## src/rtl/raster_sequencer_if.sv

```systemverilog
// rtl/raster_sequencer_if.sv - triangle input and pixel output handshake bundle
//
// Groups the two streams of the raster sequencer:
//   tri_valid/tri_ready + x1..y3  : triangle push channel (upstream -> sequencer)
//   pixel_valid/pixel_ready + pixel_number/pixel_x/pixel_y : pixel channel (sequencer -> rasteriser)
// master : the environment side (drives triangles, accepts pixels)
// slave  : the sequencer side (accepts triangles, drives pixels)
interface raster_sequencer_if;
  logic        tri_valid;
  logic        tri_ready;
  logic [15:0] x1;
  logic [15:0] y1;
  logic [15:0] x2;
  logic [15:0] y2;
  logic [15:0] x3;
  logic [15:0] y3;

  logic        pixel_valid;
  logic        pixel_ready;
  logic [18:0] pixel_number;
  logic [9:0]  pixel_x;
  logic [8:0]  pixel_y;

  modport master (
    output tri_valid, x1, y1, x2, y2, x3, y3,
    input  tri_ready,
    input  pixel_valid, pixel_number, pixel_x, pixel_y,
    output pixel_ready
  );

  modport slave (
    input  tri_valid, x1, y1, x2, y2, x3, y3,
    output tri_ready,
    output pixel_valid, pixel_number, pixel_x, pixel_y,
    input  pixel_ready
  );
endinterface

```

## src/rtl/raster_sequencer.sv

```systemverilog
// rtl/raster_sequencer.sv - triangle queue, bounding-box walker and frame drain tracker
//
// Ports:
//   clk           : system clock, rising edge
//   reset         : asynchronous active-high reset
//   bus           : raster_sequencer_if.slave (triangle push channel, pixel output channel)
//   frame_end     : single-cycle request to close the frame after queued work drains
//   triangle_done : one-cycle pulse after the last pixel (or skip) of a triangle
//   frame_ready_o : one-cycle pulse once a requested frame has fully drained
//   busy          : walker active or queue non-empty
module raster_sequencer #(
  parameter int SCREEN_W = 640,
  parameter int SCREEN_H = 480,
  parameter int QDEPTH   = 4
) (
  input  logic                clk,
  input  logic                reset,
  raster_sequencer_if.slave   bus,
  input  logic                frame_end,
  output logic                triangle_done,
  output logic                frame_ready_o,
  output logic                busy
);

  localparam int XW = 10;
  localparam int YW = 9;
  localparam int NW = 19;
  localparam int PW = $clog2(QDEPTH);
  localparam int CW = PW + 1;

  typedef enum logic [1:0] {IDLE, LOAD, SCAN, DONE} state_t;

  typedef struct packed {
    logic [15:0] x1, y1, x2, y2, x3, y3;
  } tri_entry_t;

  state_t     state, state_next;
  tri_entry_t queue_mem [QDEPTH];
  tri_entry_t head;
  logic [PW-1:0] wr_ptr, rd_ptr;
  logic [CW-1:0] count;
  logic          frame_pend;

  logic [XW-1:0] min_x_r, max_x_r, pixel_x_r;
  logic [YW-1:0] max_y_r, pixel_y_r;
  logic [NW-1:0] row_base, pixel_number_r;

  logic push, pop, pix_fire, at_row_end, at_last, skip;
  logic tri_done_c, frame_fire, pix_valid_c;
  logic [15:0]   bb_min_x, bb_max_x, bb_min_y, bb_max_y;
  logic [XW-1:0] bb_max_x_c;
  logic [YW-1:0] bb_max_y_c, bb_min_y_n;
  logic [NW-1:0] row_base_init;

  function automatic logic [15:0] min3(input logic [15:0] a, b, c);
    logic [15:0] m;
    m = (a < b) ? a : b;
    return (m < c) ? m : c;
  endfunction

  function automatic logic [15:0] max3(input logic [15:0] a, b, c);
    logic [15:0] m;
    m = (a > b) ? a : b;
    return (m > c) ? m : c;
  endfunction

  assign head     = queue_mem[rd_ptr];
  assign bb_min_x = min3(head.x1, head.x2, head.x3);
  assign bb_max_x = max3(head.x1, head.x2, head.x3);
  assign bb_min_y = min3(head.y1, head.y2, head.y3);
  assign bb_max_y = max3(head.y1, head.y2, head.y3);

  // A box starting off-screen has no visible pixel; anything else is clamped
  // on its far edge only, so the narrowed fields below are always in range.
  assign skip       = (bb_min_x > 16'(SCREEN_W - 1)) || (bb_min_y > 16'(SCREEN_H - 1));
  assign bb_max_x_c = (bb_max_x > 16'(SCREEN_W - 1)) ? XW'(SCREEN_W - 1) : bb_max_x[XW-1:0];
  assign bb_max_y_c = (bb_max_y > 16'(SCREEN_H - 1)) ? YW'(SCREEN_H - 1) : bb_max_y[YW-1:0];
  assign bb_min_y_n = bb_min_y[YW-1:0];

  // y*640 as y*512 + y*128; avoids a multiplier for the one-off row base.
  assign row_base_init = NW'({bb_min_y_n, 9'b0}) + NW'({bb_min_y_n, 7'b0});

  assign bus.tri_ready = (count != CW'(QDEPTH));
  assign push          = bus.tri_valid && bus.tri_ready;
  assign pop           = (state == LOAD);
  assign pix_fire      = (state == SCAN) && bus.pixel_ready;
  assign at_row_end    = (pixel_x_r == max_x_r);
  assign at_last       = at_row_end && (pixel_y_r == max_y_r);

  always_ff @(posedge clk or posedge reset) begin
    if (reset) state <= IDLE;
    else       state <= state_next;
  end

  always_comb begin
    state_next  = state;
    tri_done_c  = 1'b0;
    frame_fire  = 1'b0;
    pix_valid_c = 1'b0;
    unique case (state)
      IDLE: begin
        if (count != '0) begin
          state_next = LOAD;
        end else begin
          if (frame_pend) frame_fire = 1'b1;
          // Pushing into an empty idle queue goes straight to LOAD next cycle.
          if (push) state_next = LOAD;
        end
      end
      LOAD: state_next = skip ? DONE : SCAN;
      SCAN: begin
        pix_valid_c = 1'b1;
        if (bus.pixel_ready && at_last) state_next = DONE;
      end
      DONE: begin
        tri_done_c = 1'b1;
        state_next = (count != '0) ? LOAD : IDLE;
      end
      default: state_next = IDLE;
    endcase
  end

  always_ff @(posedge clk) begin
    if (push) queue_mem[wr_ptr] <= tri_entry_t'({bus.x1, bus.y1, bus.x2, bus.y2, bus.x3, bus.y3});
  end

  always_ff @(posedge clk or posedge reset) begin
    if (reset) begin
      count          <= '0;
      wr_ptr         <= '0;
      rd_ptr         <= '0;
      frame_pend     <= 1'b0;
      min_x_r        <= '0;
      max_x_r        <= '0;
      max_y_r        <= '0;
      pixel_x_r      <= '0;
      pixel_y_r      <= '0;
      row_base       <= '0;
      pixel_number_r <= '0;
    end else begin
      count <= count + CW'(push) - CW'(pop);
      if (push) wr_ptr <= wr_ptr + 1'b1;
      if (pop)  rd_ptr <= rd_ptr + 1'b1;

      // A repeat request while one is pending merges into it.
      if (frame_fire)     frame_pend <= 1'b0;
      else if (frame_end) frame_pend <= 1'b1;

      if (pop && !skip) begin
        min_x_r        <= bb_min_x[XW-1:0];
        max_x_r        <= bb_max_x_c;
        max_y_r        <= bb_max_y_c;
        pixel_x_r      <= bb_min_x[XW-1:0];
        pixel_y_r      <= bb_min_y_n;
        row_base       <= row_base_init;
        pixel_number_r <= row_base_init + NW'(bb_min_x[XW-1:0]);
      end else if (pix_fire && !at_last) begin
        if (at_row_end) begin
          pixel_x_r      <= min_x_r;
          pixel_y_r      <= pixel_y_r + 1'b1;
          row_base       <= row_base + NW'(SCREEN_W);
          pixel_number_r <= row_base + NW'(SCREEN_W) + NW'(min_x_r);
        end else begin
          pixel_x_r      <= pixel_x_r + 1'b1;
          pixel_number_r <= pixel_number_r + 1'b1;
        end
      end
    end
  end

  assign bus.pixel_valid  = pix_valid_c;
  assign bus.pixel_x      = pixel_x_r;
  assign bus.pixel_y      = pixel_y_r;
  assign bus.pixel_number = pixel_number_r;
  assign triangle_done    = tri_done_c;
  assign frame_ready_o    = frame_fire;
  assign busy             = (state != IDLE) || (count != '0);

endmodule

```

## src/flat_wrapper.sv

```systemverilog
// flat-port wrapper written by rule: the top's interface ports become plain ports
module raster_sequencer_flat 
#(
  parameter int SCREEN_W = 640,
  parameter int SCREEN_H = 480,
  parameter int QDEPTH   = 4
)
  (clk, reset, frame_end, triangle_done, frame_ready_o, busy, bus_tri_valid, bus_x1, bus_y1, bus_x2, bus_y2, bus_x3, bus_y3, bus_tri_ready, bus_pixel_valid, bus_pixel_number, bus_pixel_x, bus_pixel_y, bus_pixel_ready);
  raster_sequencer_if bus_i ();
  input  logic clk;
  input  logic reset;
  input  logic frame_end;
  output logic triangle_done;
  output logic frame_ready_o;
  output logic busy;
  input wire logic [$bits(bus_i.tri_valid)-1:0] bus_tri_valid;
  input wire logic [$bits(bus_i.x1)-1:0] bus_x1;
  input wire logic [$bits(bus_i.y1)-1:0] bus_y1;
  input wire logic [$bits(bus_i.x2)-1:0] bus_x2;
  input wire logic [$bits(bus_i.y2)-1:0] bus_y2;
  input wire logic [$bits(bus_i.x3)-1:0] bus_x3;
  input wire logic [$bits(bus_i.y3)-1:0] bus_y3;
  output wire logic [$bits(bus_i.tri_ready)-1:0] bus_tri_ready;
  output wire logic [$bits(bus_i.pixel_valid)-1:0] bus_pixel_valid;
  output wire logic [$bits(bus_i.pixel_number)-1:0] bus_pixel_number;
  output wire logic [$bits(bus_i.pixel_x)-1:0] bus_pixel_x;
  output wire logic [$bits(bus_i.pixel_y)-1:0] bus_pixel_y;
  input wire logic [$bits(bus_i.pixel_ready)-1:0] bus_pixel_ready;
  assign bus_i.tri_valid = bus_tri_valid;
  assign bus_i.x1 = bus_x1;
  assign bus_i.y1 = bus_y1;
  assign bus_i.x2 = bus_x2;
  assign bus_i.y2 = bus_y2;
  assign bus_i.x3 = bus_x3;
  assign bus_i.y3 = bus_y3;
  assign bus_tri_ready = bus_i.tri_ready;
  assign bus_pixel_valid = bus_i.pixel_valid;
  assign bus_pixel_number = bus_i.pixel_number;
  assign bus_pixel_x = bus_i.pixel_x;
  assign bus_pixel_y = bus_i.pixel_y;
  assign bus_i.pixel_ready = bus_pixel_ready;
  raster_sequencer #(.SCREEN_W(SCREEN_W), .SCREEN_H(SCREEN_H), .QDEPTH(QDEPTH)) u_core (.clk(clk), .reset(reset), .bus(bus_i), .frame_end(frame_end), .triangle_done(triangle_done), .frame_ready_o(frame_ready_o), .busy(busy));
endmodule
```

## config.mk

```make
export PLATFORM = sky130hd
export DESIGN_NAME = raster_sequencer_flat
export DESIGN_NICKNAME = d
export VERILOG_FILES = /design/src/rtl/raster_sequencer_if.sv /design/src/rtl/raster_sequencer.sv /design/src/flat_wrapper.sv
export SDC_FILE = /design/constraint.sdc
export NUM_CORES = 1
export LEC_CHECK = 0
export ABC_CLOCK_PERIOD_IN_PS = 7800
export CORE_MARGIN = 2
export CORE_UTILIZATION = 58
export DETAILED_ROUTE_END_ITERATION = 8
export DONT_BUFFER_PORTS = 1
export PLACE_DENSITY = 0.84
export SKIP_LAST_GASP = 1
export SYNTH_ARGS = -nofsm -noshare
export SYNTH_HDL_FRONTEND = slang
export SYNTH_SLANG_ARGS = --single-unit
```

## constraint.sdc

```tcl
create_clock -name clk -period 7.8 [get_ports clk]
set_input_delay 0 -clock clk [delete_from_list [all_inputs] [get_ports clk]]
set_output_delay 0 -clock clk [all_outputs]
set_load 0.005 [all_outputs]
```

After elaboration in Yosys (flattened, before gate mapping)
Memories as Yosys holds them, arrays and structs flattened.
Cells that the tools add are included.
{"block": "totals", "register_bits": 96, "ramBits": 384, "inputBits": 101, "output_inout_bits": 43, "wordCells": 99, "memories": 1}
{"block": "classes", "add_sub_neg": 11, "order_cmp": 12, "eq_ne": 8, "muxes": 37, "reduce_logical": 18}
{"name": "u_core.queue_mem", "words": 4, "word_bits": 96, "read_ports": 1, "rd_clocked_by_memory_dff": 0, "write_ports": 1, "line_no": "raster_sequencer.sv:38", "rtl": "tri_entry_t queue_mem [QDEPTH];"}
{"cell": "$mux W16", "n": 8}
{"cell": "$mux W19", "n": 6}
{"cell": "$gt A16 B16 Y1", "n": 4}
{"cell": "$lt A16 B16 Y1", "n": 4}
{"cell": "$mux W10", "n": 4}
{"cell": "$add A19 B10 Y19", "n": 2}
{"cell": "$mux W9", "n": 4}
{"cell": "$gt A16 B10 Y1 const B", "n": 2}
{"cell": "$gt A16 B9 Y1 const B", "n": 2}
{"cell": "$add A18 B16 Y19", "n": 1}
{"cell": "$add A19 B1 Y19 const B", "n": 1}
{"cell": "$add A19 B10 Y19 const B", "n": 1}
{"cell": "$mux W1", "n": 11}
{"cell": "$add A10 B1 Y10 const B", "n": 1}
{"cell": "$eq A10 B10 Y1", "n": 1}
{"cell": "$add A9 B1 Y9 const B", "n": 1}
{"cell": "$eq A9 B9 Y1", "n": 1}
{"cell": "$pmux W2 S4", "n": 1}
{"cell": "$reduce_bool A2 Y1", "n": 4}
{"cell": "$logic_and A1 B1 Y1", "n": 6}
{"cell": "$mux W2", "n": 3}
{"cell": "$add A2 B1 Y2 const B", "n": 2}
{"cell": "$eq A2 B2 Y1 const B", "n": 2}
{"cell": "$reduce_and A2 Y1", "n": 2}
{"cell": "10 further kinds", "n": 12}

Logic depth before layout (Yosys ltp)
Gate-level depths: netlist of run 1.
An unclocked memory read counts as a cell.
{"block": "logic_depth", "depth_word": 11, "mapped_depth": 38, "depth_no_buf": 29}

Worst setup path after synthesis of run 1
No wires, ideal clock.
{"block": "synth_path", "path_kind": "register to register", "startpoint": "reg u_core.rd_ptr[0]", "endpoint": "reg u_core.pixel_number_r[17] (netlist: u_core.bus.pixel_number[17])", "setup_time_ps": 124, "arrival_time_ps": 8064, "setup_slack_ps": -388, "stages_incl_launch_ff": 35, "path_buffers": 9, "period_less_slack_ps": 8188, "path_cell_list": "dfrtp_1 buf_6 buf_2 buf_2 mux4_2 inv_1 ha_1 nand4_1 nor4_1 a21boi_1 a211o_1 buf_6 buf_2 buf_1 mux2_2 ha_1 a211oi_1 o211ai_1 a221o_1 a21oi_1 or2_4 buf_6 buf_2 clkbuf_1 o21ai_0 ha_1 a21o_1 maj3_1 mux2i_1 o211ai_1 a31o_2 xnor2_1 nor3b_1 a211o_1 nand3_1"}
{"block": "synth_between", "elab_chain_len": 10}
{"item": "start: declaration", "line_no": "raster_sequencer.sv:40", "rtl": "logic [PW-1:0] wr_ptr, rd_ptr;"}
{"item": "start signal: assignment", "line_no": "raster_sequencer.sv:143", "rtl": "if (pop) rd_ptr <= rd_ptr + 1'b1;"}
{"item": "$mem_v2 Z4 W96 (*)"}
{"item": "branches (longest 9 deep; another with $add A18 B16 Y19)"}
{"item": "end signal: assignment", "line_no": "raster_sequencer.sv:156", "rtl": "pixel_number_r <= row_base_init + NW'(bb_min_x[XW-1:0]);"}
{"item": "end signal: assignment", "line_no": "raster_sequencer.sv:162", "rtl": "pixel_number_r <= row_base + NW'(SCREEN_W) + NW'(min_x_r);"}
{"item": "end signal: assignment", "line_no": "raster_sequencer.sv:165", "rtl": "pixel_number_r <= pixel_number_r + 1'b1;"}
{"item": "end: declaration", "line_no": "raster_sequencer.sv:46", "rtl": "logic [NW-1:0] row_base, pixel_number_r;"}
Every way passes the cells marked *.
A chain may end at the register's enable or synchronous reset.

Worst setup path after layout of run 1
{"block": "layout_path", "startpoint": "reg u_core.rd_ptr[0]", "endpoint": "reg u_core.pixel_number_r[16] (netlist: u_core.bus.pixel_number[16])"}
Same word-level chain as after synthesis.

==> results_dict.tcl, run 1 <==
set metrics [dict create \
    outcome "finished clean" \
    synth_cells 1773 \
    period_share 0.967 \
    synth-edff-count 384 \
    initial_core_util 0.585 \
    viasPerCell 6.41 \
    hp-class "primary input to flop" \
    fp.dieW_um 206 \
    setup_viol 0 \
    final-max-slew-violation-count 0 \
    coreArea_mm2 0.0406 \
    critical_path_class "flop to flop" \
    drt_first_pass_iters 6 \
    cts.sink_count 473 \
    nets 2134 \
    io_pins 144 \
    cts.htree.levels 2 \
    post-route-drc-count 0 \
    antenna_found_initial 3 \
    slowest_delay_ps 560 \
    die_area_mm2 0.0425 \
    die_y_um 206 \
    grt_use_met2 0.468 \
    critPathSlowestCell "mux4_2" \
    dp_hpwl_um 38300 \
    reg2reg_depth 29 \
    cts_buffers 47 \
    fin_skew_ps 19.7 \
    track_usage 0.283 \
    cp.arrival_ps 8010 \
    clock.fmax_mhz 133 \
    yosysWarnings 0 \
    drtIter0Drc 1961 \
    cp-start-kind "flop" \
    avgSynthCellArea_um2 13.4 \
    synth.area.top_cells "edfxtp_1 49%, dfrtp_1 9.4%, mux4_2 9.1%, ha_1 6.3%, a21oi_1 2.5%" \
    met3_usage 0.0525 \
    port_buffers 0 \
    met1_usage 0.377 \
    area_growth_pct 14.9 \
    place_ws_ps -132 \
    cts_buffer_depth 3 \
    slew-limit-headroom 0.413 \
    setup_slack_ps 256 \
    synth_top_cell_by_area "edfxtp_1" \
    required_ps 8260 \
    ant_nets 0 \
    ys_seq_elements 473 \
    seq_area_frac_synth 0.580 \
    synthesis.nets 1996 \
    vias 15888 \
    hold_path_depth 1 \
    gp_congestion 0.940 \
    avgRoutedWirePerCell_um 24.3 \
    whs_ps 2.20 \
    synth_top_area_frac 0.486 \
    final_common_cell "edfxtp_1" \
    busiest_layer "met2" \
    synth.distinct_cells 72 \
    cts-root-buf "clkbuf_16" \
    hold_viol 0 \
    cp_max_fo 10 \
    overflow 0 \
    async_flop_share 0.188 \
    path_clk_slew_ps 60 \
    drive_gt1_frac 0.157 \
    finish.instance_area_mm2 0.0272 \
    detail_route.wirelength_um 60300 \
    netlist_area_mm2 0.0237 \
    cp-end-kind "flop" \
    max_cap_viol_count 0 \
    dpl-instance-area_mm2 0.0244 \
    layout_common_cells "384 x edfxtp_1, 139 x nand2_1, 120 x ha_1, 114 x a21oi_1, 112 x nor2_1" \
    grt_pass1_vias 16042 \
    fin_crit_ps 7540 \
    grt_max_degree 73 \
    grt_pass1_wl_um 91000 \
    synth_flop_cell "edfxtp_1" \
    worstSkewPairLatency_ps 590 \
    tightest_slew_ps 880 \
    cts_tree "built" \
    fp-row-count 74 \
]
## synthesized netlist by cell type (5+ instances only)
master,instances
and2_1,5
a211oi_1,11
buf_2,25
o22ai_1,16
o21a_1,5
and3_1,17
or3_1,6
clkbuf_1,33
nor4_1,15
nand2b_1,6
ha_1,120
buf_1,6
edfxtp_1,384
mux2_2,43
nand3_1,35
inv_1,92
o211ai_1,13
nor2_1,112
a21o_1,30
mux4_2,96
nor3_1,18
nor2b_1,12
dfrtp_1,89
a31oi_1,9
xnor2_1,37
mux2i_1,26
a21oi_1,119
nand3b_1,5
nand2_1,139
xor2_1,48
o21ai_0,102
nand4_1,32
## worst max-delay path: cells and delay by family (launching register included)
kind | cells | cell delay [ps]
adder cells (fa/ha/maj) | 4 | 1430
AND/OR/NAND/NOR | 7 | 1400
flip-flops | 1 | 510
AO/OA/AOI/OAI | 12 | 2430
buffers and inverters | 2 | 300
multiplexers | 4 | 1360
## final timing paths
path	startpoint	to	slack [ps]
min	bus_tri_valid	u_core.queue_mem[2][19]	2
max	u_core.rd_ptr[0]	u_core.bus.pixel_number[16]	260
min reg2reg	u_core.min_x_r[5]	u_core.min_x_r[5]	480
max reg2reg	u_core.rd_ptr[0]	u_core.bus.pixel_number[16]	260
max in group asynchronous	reset	u_core.rd_ptr[0]	6360
min in group asynchronous	reset	u_core.frame_pend	440
## per-layer routing
metal | wire length (µm) | vias to the layer above
li1 | - | 7028
met1 | 23600 | 7830
met2 | 29700 | 859
met3 | 4950 | 169
met4 | 1980 | 2
met5 | 11 | -
## cell type report
| class | instances | area [µm²] |
|---|---|---|
| flip-flops and latches | 473 | 13800 |
| fillers | 2763 | 13300 |
| multi-input cells | 1138 | 9370 |
| repair buffers | 159 | 1540 |
| clock buffers | 59 | 1310 |
| well taps | 532 | 666 |
| inverters | 92 | 347 |
| clock inverters | 25 | 235 |
| diodes | 2 | 5.00 |
## state kept, by name (all words and copies together) (netlist names)
signal	cells
u_core.rd_ptr	2
u_core.queue_mem	384
u_core.bus.pixel_number	19
u_core.max_x_r	10
u_core.row_base	12
u_core.max_y_r	9
u_core.count	3
u_core.state	2
u_core.bus.pixel_x	10
u_core.wr_ptr	2
u_core.min_x_r	10
u_core.bus.pixel_y	9
u_core.frame_pend	1
## timing repair
action / in CTS / in global routing
pin swaps: 0 / 4
gates resized for setup: 3 / 13
gates cloned: 0 / 2
buffers inserted: 0 / 22
endpoints found under the setup margin: 6 / 11
hold buffers: 104 / 0
endpoints found under the hold margin: 477 / 0
## kinds of logic after synthesis
kind of cell | share of synthesized area
and+or+nand+nor | 0.0830
AOI/OAI and AO/OA | 0.0854
buffers and inverters | 0.0292
adders and majority gates | 0.0658
xor gates and xnor gates | 0.0332
DFF | 0.580
muxes | 0.123
## stage by stage
step,instances,util,TNS [ps]
global route,2480,0.672,-158
detailed placement,2266,0.601,-328
finish,2480,0.672,0
CTS,2454,0.666,0
global placement,2266,0.601,-128
floorplan,1773,-,0
Power of run 1 is left out: the tool's default activity adds up to more than one toggle a clock period on the data nets, which glitch-free logic cannot reach.
==> run 2: changes to the inputs <==
--- a/config.mk
+++ b/config.mk
@@ -6,10 +6,10 @@
 export NUM_CORES = 1
 export LEC_CHECK = 0
 export ABC_CLOCK_PERIOD_IN_PS = 7800
+export BUFFER_PORTS_ARGS = -buffer_cell sky130_fd_sc_hd__buf_4
 export CORE_MARGIN = 2
-export CORE_UTILIZATION = 58
+export CORE_UTILIZATION = 55
 export DETAILED_ROUTE_END_ITERATION = 8
-export DONT_BUFFER_PORTS = 1
 export PLACE_DENSITY = 0.84
 export SKIP_LAST_GASP = 1
 export SYNTH_ARGS = -nofsm -noshare
==> results_dict.tcl, run 2 (synthesis results as in run 1) <==
set metrics [dict create \
    outcome "finished clean" \
    drive_gt1_frac 0.211 \
    cts_buffers 47 \
    avgRoutedWirePerCell_um 22.5 \
    drt_first_pass_iters 6 \
    slowest_delay_ps 570 \
    grt_max_degree 61 \
    utilization 0.660 \
    hp-class "primary input to asynchronous set/reset pin" \
    period_share 0.963 \
    gp_congestion 0.935 \
    port_buffers 143 \
    die_area_mm2 0.0448 \
    cts_buffer_depth 3 \
    track_usage 0.267 \
    worst_path_most_repeated_cell "ha_1" \
    antenna_found_initial 1 \
    detail_route.wirelength_um 59200 \
    area_growth_pct 19.2 \
    dp_hpwl_um 38400 \
    cts_tree "built" \
    fp-row-count 76 \
    max_cap_viol_count 0 \
    worstSkewPairLatency_ps 590 \
    clock.fmax_mhz 133 \
    ant_nets 0 \
    grt_pass1_vias 16378 \
    grt_pass1_wl_um 91900 \
    drtIter0Drc 1943 \
    fp.dieW_um 212 \
    cp-end-kind "flop" \
    overflow 0 \
    io_pins 144 \
    tightest_slew_ps 942 \
    max_flop_register "u_core.queue_mem" \
    path_clk_slew_ps 70 \
    coreArea_mm2 0.0428 \
    slew-limit-headroom 0.372 \
    cts-root-buf "clkbuf_16" \
    final_common_cell "edfxtp_1" \
    cp-start-kind "flop" \
    whs_ps 125 \
    vias 16267 \
    setup_slack_ps 291 \
    nets 2273 \
    cts.sink_count 473 \
    setup_viol 0 \
    largest_reg_flops 384 \
    die_y_um 212 \
    hold_viol 0 \
    place_ws_ps 199 \
    fin_crit_ps 7510 \
    required_ps 8250 \
    critical_path_class "flop to flop" \
    viasPerCell 6.18 \
    initial_core_util 0.554 \
    cp.arrival_ps 7960 \
    fin_skew_ps 24.0 \
    cts.htree.levels 2 \
    critPathSlowestCell "mux4_2" \
    layout_common_cells "384 x edfxtp_1, 190 x buf_4, 139 x nand2_1, 120 x ha_1, 117 x a21oi_1" \
    cp_max_fo 15 \
    post-route-drc-count 0 \
    final-max-slew-violation-count 0 \
]
==> run 2: metal layers <==
layer,global-route usage,part of all wire
met1,0.367,0.40
met2,0.442,0.49
met3,0.0366,0.072
met4,0.0947,0.029
met5,0,0
==> run 2: worst paths after layout <==
| kind | from | endpoint | slack [ps] | cells past startpoint |
|---|---|---|---|---|
| worst max register to register | u_core.rd_ptr[0] | u_core.bus.pixel_number[16] | 290 | 28 |
| max in group asynchronous | reset | u_core.bus.pixel_number[16] | 6580 | 4 |
| worst min register to register | u_core.min_x_r[0] | u_core.min_x_r[0] | 480 | 2 |
| worst min-delay path | reset | u_core.count[2] | 120 | 3 |
| worst max-delay path | u_core.rd_ptr[0] | u_core.bus.pixel_number[16] | 290 | 28 |
| min in group clk | bus_x3[2] | u_core.queue_mem[3][18] | 160 | 2 |
==> run 2: final cells by class <==
cell class / count / area [µm²]
multi-input cells: 1137 / 9330
clock inverters: 28 / 267
inverters: 92 / 347
clock buffers: 57 / 1280
fillers: 2949 / 14500
diodes: 2 / 5.00
repair buffers: 299 / 2580
flip-flops and latches: 473 / 13800
well taps: 546 / 683
==> run 2: per-stage QoR <==
stage	area, µm²	std cells	setup TNS, ps
finish	28300	2634	0
global route	28300	2633	-97.3
CTS	28000	2612	0
detailed placement	25500	2425	0
global placement	25500	2425	0
floorplan	23700	1773	0
==> run 2: worst max-delay path: cells and delay by family (launching register included) <==
family | cells | cell delay, ps
compound gates | 10 | 2200
xor+xnor | 1 | 300
fa+ha+maj | 4 | 1200
buf+inv | 3 | 540
flops | 1 | 520
mux | 3 | 1160
simple gates | 7 | 1440
==> run 2: what timing repair did <==
action / in CTS / in global routing
setup buffers: 0 / 18
resized for setup: 0 / 9
hold buffers: 102 / 0
endpoints found under the setup margin: 0 / 16
hold endpoints to repair: 435 / 0
Power of run 2 is left out for the same reason.
==> run 3: changes to the inputs <==
--- a/config.mk
+++ b/config.mk
@@ -9,6 +9,7 @@
 export BUFFER_PORTS_ARGS = -buffer_cell sky130_fd_sc_hd__buf_4
 export CORE_MARGIN = 2
 export CORE_UTILIZATION = 55
+export CTS_BUF_LIST = sky130_fd_sc_hd__clkbuf_16
 export DETAILED_ROUTE_END_ITERATION = 8
 export PLACE_DENSITY = 0.84
 export SKIP_LAST_GASP = 1
==> results_dict.tcl, run 3 (synthesis results as in run 1) <==
set metrics [dict create \
    outcome "finished clean" \
    port_buffers 143 \
    grt_use_met2 0.441 \
    track_usage 0.267 \
    cp_max_fo 15 \
    cts_buffers 47 \
    coreArea_mm2 0.0428 \
    hp-class "primary input to asynchronous set/reset pin" \
    grt_max_degree 61 \
    cp-start-kind "flop" \
    vias 16304 \
    final_common_cell "edfxtp_1" \
    hold_viol 0 \
    setup_slack_ps 307 \
    cts.sink_count 473 \
    clock.fmax_mhz 133 \
    ant_nets 0 \
    avgRoutedWirePerCell_um 22.4 \
    grt_pass1_wl_um 91900 \
    post-route-drc-count 0 \
    nets 2273 \
    largest_reg_flops 384 \
    final-max-slew-violation-count 0 \
    required_ps 8250 \
    layout_common_cells "384 x edfxtp_1, 190 x buf_4, 139 x nand2_1, 120 x ha_1, 117 x a21oi_1" \
    worst_path_most_repeated_cell "ha_1" \
    reg2reg_depth 28 \
    whs_ps 130 \
    met1_usage 0.367 \
    path_clk_slew_ps 60 \
    critPathSlowestCell "mux4_2" \
    drt_first_pass_iters 6 \
    drive_gt1_frac 0.210 \
    cts-root-buf "clkbuf_16" \
    cts.htree.levels 2 \
    die_area_mm2 0.0448 \
    timing.rr.start "u_core.rd_ptr[0]" \
    busiest_layer "met2" \
    slowest_delay_ps 570 \
    io_pins 144 \
    period_share 0.961 \
    fp-row-count 76 \
    critical_path_class "flop to flop" \
    fin_crit_ps 7490 \
    worstSkewPairLatency_ps 580 \
    drtIter0Drc 1958 \
    area_growth_pct 19.1 \
    dp_hpwl_um 38400 \
    r2r-end "u_core.bus.pixel_number[16]" \
    die_y_um 212 \
    overflow 0 \
    fp.dieW_um 212 \
    cp.arrival_ps 7950 \
    slew-limit-headroom 0.361 \
    setup_viol 0 \
    reg2reg_slack_ps 310 \
    initial_core_util 0.554 \
    cp-end-kind "flop" \
    met3_usage 0.0366 \
    detail_route.wirelength_um 59000 \
    max_flop_register "u_core.queue_mem" \
    antenna_found_initial 1 \
    fin_skew_ps 22.4 \
    cts_tree "built" \
    cts_buffer_depth 3 \
    gp_congestion 0.935 \
    grt_pass1_vias 16381 \
    max_cap_viol_count 0 \
    place_ws_ps 199 \
    tightest_slew_ps 959 \
    viasPerCell 6.19 \
]
run 3: layout make-up:
class	count	area, µm²
inverter	92	347
timing repair buffer	299	2580
clock buffer	49	1230
clock inverter	36	297
multi-input combinational	1137	9330
antenna	2	5.00
tap	546	683
fill	2945	14600
sequential	473	13800
run 3: critical path, delay by kind of cell (launching register included):
| kind | cells | cell delay [ps] |
|---|---|---|
| buffers and inverters | 3 | 540 |
| multiplexers | 3 | 1150 |
| adder cells (fa/ha/maj) | 4 | 1200 |
| flip-flops | 1 | 520 |
| AO/OA/AOI/OAI | 10 | 2200 |
| AND/OR/NAND/NOR | 7 | 1440 |
| XOR/XNOR | 1 | 300 |
run 3: worst max-delay path by stage:
stage / start / endpoint / slack [ps] / cells after the start
after CTS: u_core.rd_ptr[0] / u_core.bus.pixel_number[17] / 170 / 29
after global placement: u_core.rd_ptr[0] / u_core.bus.pixel_number[16] / 330 / 28
after detailed placement: u_core.rd_ptr[0] / u_core.bus.pixel_number[16] / 200 / 28
after floorplan: u_core.rd_ptr[0] / u_core.bus.pixel_number[17] / 70 / 34
final: u_core.rd_ptr[0] / u_core.bus.pixel_number[16] / 310 / 28
after global routing: u_core.rd_ptr[0] / u_core.bus.pixel_number[16] / -60 / 29
run 3: stage by stage:
stage / instances / area, µm² / setup TNS (ps) / utilization
global route: 2633 / 28200 / -97.3 / 0.660
detailed placement: 2425 / 25500 / 0 / 0.595
finish: 2634 / 28200 / 0 / 0.660
CTS: 2612 / 28000 / 0 / 0.655
floorplan: 1773 / 23700 / 0 / -
global placement: 2425 / 25500 / 0 / 0.595
run 3: timing repair:
action | in CTS | in global routing
gates resized for setup | 0 | 9
hold buffers | 102 | 0
setup endpoints to repair | 0 | 16
endpoints found under the hold margin | 435 | 0
setup buffers | 0 | 18
run 3: layer usage:
metal / vias to the layer above / part of all wire
li1: 7307 / -
met1: 8065 / 0.41
met2: 802 / 0.49
met3: 130 / 0.071
met4: 0 / 0.029
met5: - / 0
Power of run 3 is left out for the same reason.
